`src/rtl/uart_rx_pkg.sv`:
```
// Shared types and constants for the UART receiver.
package uart_rx_pkg;

    typedef enum logic [1:0] {
        StIdle  = 2'd0,
        StStart = 2'd1,
        StData  = 2'd2,
        StStop  = 2'd3
    } state_e;

    localparam int unsigned MidTick   = 7;   // last tick before mid start bit
    localparam int unsigned BitTick   = 15;  // last tick of one 16x bit period
    localparam int unsigned DefDbit   = 8;
    localparam int unsigned DefSbTick = 16;

endpackage

```
`src/rtl/rx_sync.sv`:
```
// Two-flop synchroniser for an asynchronous, idle-high input.
module rx_sync (
    input  logic clk,
    input  logic rst,
    input  logic d,
    output logic q
);

    logic meta_q;

    // Both stages reset high so the line looks idle straight out of reset.
    always_ff @(posedge clk) begin
        if (!rst) begin
            meta_q <= 1'b1;
            q      <= 1'b1;
        end else begin
            meta_q <= d;
            q      <= meta_q;
        end
    end

endmodule

```
`src/rtl/uart_rx.sv`:
```
// UART receiver: 16x-oversampled, centre-sampling deserialiser with
// one-cycle done / framing-error pulses.
module uart_rx
    import uart_rx_pkg::*;
#(
    parameter int unsigned DBIT    = DefDbit,
    parameter int unsigned SB_TICK = DefSbTick
) (
    input  logic            clk,
    input  logic            rst,
    input  logic            s_tick,
    input  logic            rx,
    output logic [DBIT-1:0] dout,
    output logic            rx_done,
    output logic            frame_err
);

    localparam int unsigned SW = $clog2(SB_TICK);
    localparam int unsigned NW = $clog2(DBIT);

    state_e            state_q, state_d;
    logic [SW-1:0]     s_q, s_d;
    logic [NW-1:0]     n_q, n_d;
    logic [DBIT-1:0]   sh_q, sh_d;
    logic [DBIT-1:0]   dout_q, dout_d;
    logic              done_q, done_d;
    logic              err_q, err_d;
    logic              rx_s;

    rx_sync u_rx_sync (
        .clk (clk),
        .rst (rst),
        .d   (rx),
        .q   (rx_s)
    );

    always_ff @(posedge clk) begin
        if (!rst) begin
            state_q <= StIdle;
            s_q     <= '0;
            n_q     <= '0;
            sh_q    <= '0;
            dout_q  <= '0;
            done_q  <= 1'b0;
            err_q   <= 1'b0;
        end else begin
            state_q <= state_d;
            s_q     <= s_d;
            n_q     <= n_d;
            sh_q    <= sh_d;
            dout_q  <= dout_d;
            done_q  <= done_d;
            err_q   <= err_d;
        end
    end

    always_comb begin
        state_d = state_q;
        s_d     = s_q;
        n_d     = n_q;
        sh_d    = sh_q;
        dout_d  = dout_q;
        done_d  = 1'b0;
        err_d   = 1'b0;

        unique case (state_q)
            StIdle: begin
                // Start edge is taken immediately; timing begins from here.
                if (!rx_s) begin
                    state_d = StStart;
                    s_d     = '0;
                end
            end
            StStart: begin
                if (s_tick) begin
                    if (s_q == SW'(MidTick)) begin
                        if (!rx_s) begin
                            state_d = StData;
                            s_d     = '0;
                            n_d     = '0;
                        end else begin
                            state_d = StIdle;
                        end
                    end else begin
                        s_d = s_q + SW'(1);
                    end
                end
            end
            StData: begin
                if (s_tick) begin
                    if (s_q == SW'(BitTick)) begin
                        sh_d = {rx_s, sh_q[DBIT-1:1]};
                        s_d  = '0;
                        if (n_q == NW'(DBIT - 1)) begin
                            state_d = StStop;
                        end else begin
                            n_d = n_q + NW'(1);
                        end
                    end else begin
                        s_d = s_q + SW'(1);
                    end
                end
            end
            StStop: begin
                if (s_tick) begin
                    if (s_q == SW'(SB_TICK - 1)) begin
                        state_d = StIdle;
                        if (rx_s) begin
                            dout_d = sh_q;
                            done_d = 1'b1;
                        end else begin
                            err_d = 1'b1;
                        end
                    end else begin
                        s_d = s_q + SW'(1);
                    end
                end
            end
            default: state_d = StIdle;
        endcase
    end

    assign dout      = dout_q;
    assign rx_done   = done_q;
    assign frame_err = err_q;

endmodule

```
`config.mk`:
```
export PLATFORM = sky130hd
export DESIGN_NAME = uart_rx
export DESIGN_NICKNAME = d
export VERILOG_FILES = /design/src/rtl/uart_rx_pkg.sv /design/src/rtl/rx_sync.sv /design/src/rtl/uart_rx.sv
export SDC_FILE = /design/constraint.sdc
export NUM_CORES = 1
export LEC_CHECK = 0
export ABC_AREA = 1
export BUFFER_PORTS_ARGS = -buffer_cell sky130_fd_sc_hd__clkbuf_2
export CORE_MARGIN = 5
export CORE_UTILIZATION = 56
export CTS_CLUSTER_DIAMETER = 200
export DETAILED_ROUTE_END_ITERATION = 8
export PLACE_DENSITY_LB_ADDON = 0.12
export RECOVER_POWER = 100
export SYNTH_ARGS = -nofsm -noshare
export SYNTH_HDL_FRONTEND = slang
export SYNTH_SLANG_ARGS = --single-unit
export TNS_END_PERCENT = 5
```
`constraint.sdc`:
```
create_clock -name clk -period 1.45 [get_ports clk]
set_input_delay 0.29 -clock clk [delete_from_list [all_inputs] [get_ports clk]]
set_output_delay 0.29 -clock clk [all_outputs]
set_load 0.02 [all_outputs]
```
==> results.sh, run 1 <==
export IMPL_outcome="complete, no violations"
export IMPL_drc=0
export IMPL_grt_pass1_wl_um=4670
export IMPL_fp_row_count=17
export IMPL_max_freq_mhz=719
export IMPL_power_total_mw=1.49
export IMPL_fin_crit_ns=1.39
export IMPL_timing_slew_headroom_pct=75.0
export IMPL_grt_usage_pct=18.0
export IMPL_syn_area_mm2=0.00128
export IMPL_cp_startpoint="n_q[0]"
export IMPL_syn_avg_cell_area_um2=7.46
export IMPL_fin_crit_sh_pct=95.9
export IMPL_die_h_um=57.9
export IMPL_synth_seq_cells=29
export IMPL_wl_per_cell_um=12.1
export IMPL_path_class="flip-flop to flip-flop"
export IMPL_start_util_pct=58.6
export IMPL_grt_pass1_vias=1153
export IMPL_clk_latency_ns=0.32
export IMPL_netSwitchingFraction_pct=26.2
export IMPL_drt_pass1_iterations=4
export IMPL_routed_wl_um=2690
export IMPL_cp_arrival_ns=1.65
export IMPL_rsz0062_at_grt="true"
export IMPL_min_path_cells=2
export IMPL_num_antenna_cells=0
export IMPL_ios=14
export IMPL_cts_hold_buf=0
export IMPL_power_leakage_nw=0.723
export IMPL_cp_start_kind="flip-flop"
export IMPL_peakVddDrop_mv=0.919
export IMPL_r2r_start="n_q[0]"
export IMPL_finClkSkew_ns=0.00397
export IMPL_cts_inserted_buffers=5
export IMPL_drv_cap=0
export IMPL_final_antenna_net_count=0
export IMPL_hpwl_um=1860
export IMPL_die_area_mm2=0.00335
export IMPL_p_sw_uw=391
export IMPL_ys_warn_count=0
export IMPL_seq_power_share_pct=56.1
export IMPL_cts_htree_levels=2
export IMPL_antenna_found_initial=0
export IMPL_num_vias=1202
export IMPL_drive_gt1_share_pct=26.3
export IMPL_grt_max_degree=19
export IMPL_io_buffers=13
export IMPL_core_mm2=0.00219
export IMPL_final_nets=201
export IMPL_drv_slew=0
export IMPL_routed_via_density=5.41
export IMPL_dieWidth_um=57.9
export IMPL_area_growth_pct=16.3
export IMPL_final_util_pct=68.1
export IMPL_reg2reg_slack_ns=0.06
export IMPL_intPower_mw=1.10
export IMPL_hold_viol=0
export IMPL_comb_power_share_pct=11.3
export IMPL_p_clk_share_pct=32.6
export IMPL_cts_root_buf="clkbuf_4"
export IMPL_reg2reg_depth=9
export IMPL_cts_tree="built"
export IMPL_worstPathMaxFanout=2
export IMPL_tightest_slew_ns=0.375
export IMPL_final_setup_tns_ns=0
export IMPL_hold_path_class="input port to flip-flop"
export IMPL_grt_ovfl_total=0
export IMPL_required_ns=1.71
export IMPL_powerDensity_mw_per_mm2=1000
export IMPL_synth_nets=179
export IMPL_end_kind="flip-flop"
export IMPL_initialDrtViolationCount=26
export IMPL_clk_path_buf_depth=2
export IMPL_finalSetupViolCount=0
export IMPL_routabilityCongestion=0.782
export IMPL_clock_sinks=29
export IMPL_ys_seq_area_share_pct=45.2
export IMPL_clk_pin_slew_worst_paths_ns=0.08
export IMPL_postSynthCellCount=172
export IMPL_yosys_cell_types_count=25
==> per-layer routing <==
metal / wire, um / track usage, % / share of wire (%)
met2: 1360 / 31.5 / 50
met3: 158 / 6.68 / 5.9
met5: 0 / 0 / 0
met1: 1120 / 18.7 / 42
met4: 52 / 8.94 / 1.9
==> repair_timing <==
action | 4_1_cts | 5_1_grt
cloned | 0 | 0
resized for setup | 1 | 11
setup buffers | 0 | 1
endpoints found under the setup margin | 5 | 17
pin swaps | 0 | 2
==> critical path: stages (launching register included) <==
cell	delay, ns
dfxtp_2	0.33
ha_1	0.19
ha_2	0.17
inv_2	0.05
nand3_1	0.10
nand2_2	0.11
inv_1	0.05
nand4_1	0.11
nand2_1	0.08
a21oi_2	0.14
==> final cells by class <==
class                   count  area [um^2]
inverters                  18         67.6
well taps                  28         35.0
multi-input cells         121          641
flip-flops and latches     29          584
clock buffers               7         55.1
fillers                   193          698
repair buffers             19          110
==> cell families after synthesis <==
kind of cell	count (synthesis)	synth area share, %
AOI/OAI and AO/OA	28	11.2
and+or+nand+nor	89	32.8
DFF	29	45.2
xor gates and xnor gates	1	0.682
buffers and inverters	22	7.11
adders and majority gates	3	2.92
==> cells in the mapped netlist <==
cell type,n,area share [%]
nor2_1,40,12
dfxtp_1,29,45
nand2_1,24,7.0
o21ai_0,19,7.4
inv_1,14,4.1
a21oi_1,8,3.1
nand3_1,7,2.7
nand2_2,4,1.9
nand4_1,4,1.9
ha_1,3,2.9
inv_2,3,0.88
nor2_2,3,1.5
or2_2,2,0.97
a21oi_2,1,0.68
buf_1,1,0.29
buf_2,1,0.39
buf_6,1,0.88
clkbuf_1,1,0.29
clkinv_1,1,0.29
nand3_2,1,0.78
nand4_4,1,1.7
nor2_4,1,0.88
nor3_4,1,1.3
nor4_1,1,0.49
xor2_1,1,0.68
==> metrics by stage <==
stage	setup WS, ns	hold slack (ns)	instances	cell area, um^2
final	0.0594	0.157	222	1490
after detailed placement	-0.0152	0.416	214	1400
after global routing	-0.0203	0.152	222	1490
after CTS	0.0100	0.147	221	1460
after global placement	0.0656	0.406	214	1400
after floorplan	0.112	0.393	172	1280
==> sequential cells by signal (all words and copies together), names as in the netlist, named ones only <==
| signal | cells |
|---|---|
| n_q | 3 |
| state_q | 1 |
| s_q | 4 |
| sh_q | 8 |
| frame_err | 1 |
| u_rx_sync.q | 1 |
| dout | 8 |
| u_rx_sync.meta_q | 1 |
| rx_done | 1 |
==> how the worst min path moves through the flow <==
stage	from	slack [ns]	to
final	rx	0.16	u_rx_sync.meta_q
after floorplan	u_rx_sync.meta_q	0.39	u_rx_sync.q
after global placement	u_rx_sync.meta_q	0.41	u_rx_sync.q
after detailed placement	u_rx_sync.meta_q	0.42	u_rx_sync.q
after CTS	rx	0.15	u_rx_sync.meta_q
after global routing	rx	0.15	u_rx_sync.meta_q
==> layout by cell type (no fill, tap or decap) <==
cell,count
a21oi_2,2
ha_2,1
xor2_1,1
nor2_4,2
a21oi_1,7
nor3_4,1
inv_1,13
o21ai_0,18
clkbuf_1,1
nand4_4,1
dfxtp_2,3
nand3_1,7
clkbuf_8,1
clkbuf_2,13
ha_1,1
dfxtp_1,26
or2_2,2
clkinv_1,1
buf_4,6
nand3_2,1
clkbuf_4,5
nor2_2,3
nand2_2,5
o21ai_1,1
nor4_1,1
inv_2,4
nor2_1,39
nand2_1,23
nand4_1,4
ha_4,1
==> power by group through the flow <==
stage / Sequential, mW / Clock (mW) / Combinational (mW)
floorplan: 0.846 / 0 / 0.119
global placement: 0.848 / 0 / 0.154
detailed placement: 0.850 / 0 / 0.160
CTS: 0.831 / 0.497 / 0.164
global route: 0.839 / 0.537 / 0.191
finish: 0.837 / 0.486 / 0.169
No activity file was read; power rests on OpenSTA's default activity.
==> run 2: changes to the inputs <==
--- a/config.mk
+++ b/config.mk
@@ -7,8 +7,10 @@
 export LEC_CHECK = 0
 export ABC_AREA = 1
 export BUFFER_PORTS_ARGS = -buffer_cell sky130_fd_sc_hd__clkbuf_2
+export CELL_PAD_IN_SITES_DETAIL_PLACEMENT = 2
+export CELL_PAD_IN_SITES_GLOBAL_PLACEMENT = 2
 export CORE_MARGIN = 5
-export CORE_UTILIZATION = 56
+export CORE_UTILIZATION = 32
 export CTS_CLUSTER_DIAMETER = 200
 export DETAILED_ROUTE_END_ITERATION = 8
 export PLACE_DENSITY_LB_ADDON = 0.12
==> run 2 against run 1 <==
Against the previous run: total power up 13%; count of clock-buffer cells in the layout unchanged; critical path type unchanged; core utilization down 28 points; die area up 61%; largest cell class unchanged.
==> results.sh, run 2 (synthesized netlist as in run 1, its figures left out) <==
export IMPL_area_growth_pct=23.9
export IMPL_grt_ovfl_total=0
export IMPL_cp_arrival_ns=1.63
export IMPL_cts_tree="built"
export IMPL_final_antenna_net_count=0
export IMPL_final_nets=204
export IMPL_end_kind="flip-flop"
export IMPL_drv_slew=0
export IMPL_num_vias=1203
export IMPL_timing_slew_headroom_pct=76.1
export IMPL_path_class="flip-flop to flip-flop"
export IMPL_worstPathMaxFanout=4
export IMPL_design_area_mm2=0.00159
export IMPL_fin_crit_sh_pct=98.1
export IMPL_cts_root_buf="clkbuf_8"
export IMPL_powerDensity_mw_per_mm2=1060
export IMPL_max_freq_mhz=703
export IMPL_tightest_slew_ns=0.358
export IMPL_drc=0
export IMPL_core_mm2=0.00394
export IMPL_finalSetupViolCount=0
export IMPL_grt_max_degree=19
export IMPL_required_ns=1.66
export IMPL_die_h_um=73.3
export IMPL_drive_gt1_share_pct=22.3
export IMPL_cts_inserted_buffers=5
export IMPL_hold_path_class="input port to flip-flop"
export IMPL_clock_sinks=29
export IMPL_cts_htree_levels=2
export IMPL_cp_start_kind="flip-flop"
export IMPL_hold_viol=0
export IMPL_max_stage_delay_ns=0.36
export IMPL_drt_pass1_iterations=4
export IMPL_final_util_pct=40.3
export IMPL_die_area_mm2=0.00538
export IMPL_path_cells="ha_4 -> nand4_4 -> nor3_4 -> buf_6 -> o21ai_0 -> nor2_1"
export IMPL_timing_hold_ws_ns=0.216
export IMPL_grt_pass1_vias=1302
export IMPL_num_antenna_cells=0
export IMPL_hpwl_um=2780
export IMPL_fp_row_count=23
export IMPL_clk_latency_ns=0.27
export IMPL_drv_cap=0
export IMPL_final_common_cell="nor2_1"
export IMPL_routed_via_density=4.87
export IMPL_dieWidth_um=73.3
export IMPL_wl_per_cell_um=14.8
export IMPL_power_total_mw=1.69
export IMPL_outcome="complete, no violations"
export IMPL_fin_crit_ns=1.42
export IMPL_ios=14
export IMPL_peakVddDrop_mv=0.571
export IMPL_rsz0062_at_grt="true"
export IMPL_io_buffers=13
export IMPL_final_setup_tns_ns=0
export IMPL_clk_pin_slew_worst_paths_ns=0.06
export IMPL_initialDrtViolationCount=24
export IMPL_clk_path_buf_depth=2
export IMPL_nFillCells=487
export IMPL_finClkSkew_ns=0.00337
export IMPL_grt_usage_pct=15.0
export IMPL_reg2reg_slack_ns=0.03
export IMPL_routabilityCongestion=0.751
export IMPL_dpl_cell_area_mm2=0.00145
export IMPL_grt_pass1_wl_um=6130
export IMPL_routed_wl_um=3650
export IMPL_start_util_pct=32.6
export IMPL_antenna_found_initial=0
export IMPL_cp_slowest_cell="dfxtp_4"
export IMPL_power_leakage_nw=0.722
export IMPL_mostFrequentLayoutCells="nor2_1 (39), dfxtp_1 (25), nand2_1 (23), o21ai_0 (15), inv_1 (14)"
run 2: cell count changes in the layout (fill, tap and decap cells not counted), moves of 2 or more:
cell	delta
buf_6	+2
o21ai_0	-3
clkbuf_1	+10
inv_2	-2
clkbuf_8	+5
clkbuf_2	-10
clkbuf_4	-5
o21ai_1	+2
a21oi_2	-2
run 2: cell type report:
cell class | count | area [um^2] | share of cell area (%)
multi-input cells | 121 | 656 | 41.2
repair buffers | 22 | 128 | 8.03
flip-flops and latches | 29 | 588 | 37.0
well taps | 50 | 62.6 | 3.93
clock buffers | 7 | 86.3 | 5.43
inverters | 18 | 70.1 | 4.41
run 2: final timing paths:
kind                         start               end  depth (start not counted)
setup reg to reg            s_q[1]           dout[6]                          6
hold / removal                  rx  u_rx_sync.meta_q                          2
hold reg to reg   u_rx_sync.meta_q       u_rx_sync.q                          1
setup / recovery            s_q[1]           dout[6]                          6
run 2: routing by layer:
metal	up-vias	part of all wire, %	track usage (%)
met5	-	0	0
met4	0	1.8	6.04
met3	6	2.1	3.83
met2	9	55	27.4
met1	587	41	16.4
li1	601	-	-
run 2: power by group:
group	internal, mW	leakage, nW	switching [mW]	total, mW
registers	0.816	0.236	0.0231	0.839
clock network	0.375	0.0443	0.281	0.657
logic	0.0677	0.441	0.125	0.193
total	1.26	0.722	0.430	1.69
run 2: what timing repair did:
item | in CTS | in global routing
gates resized for setup | 3 | 19
hold buffers | 0 | 0
hold endpoints to repair | 0 | 0
gates cloned | 0 | 0
endpoints found under the setup margin | 14 | 23
pin swaps | 0 | 5
buffers inserted | 0 | 1
run 2: worst max-delay path, delay by kind of cell (launching register included):
family | cells | cell delay, ns
and+or+nand+nor | 3 | 0.60
AOI/OAI and AO/OA | 1 | 0.08
adders and majority gates | 1 | 0.16
buffers and inverters | 1 | 0.16
DFF | 1 | 0.36
run 2: per-stage QoR:
stage	instances	setup WS (ns)
final	247	0.0274
after global routing	247	-0.0630
after CTS	246	0.00774
after detailed placement	239	-0.110
after global placement	239	0.0497
after floorplan	172	0.112
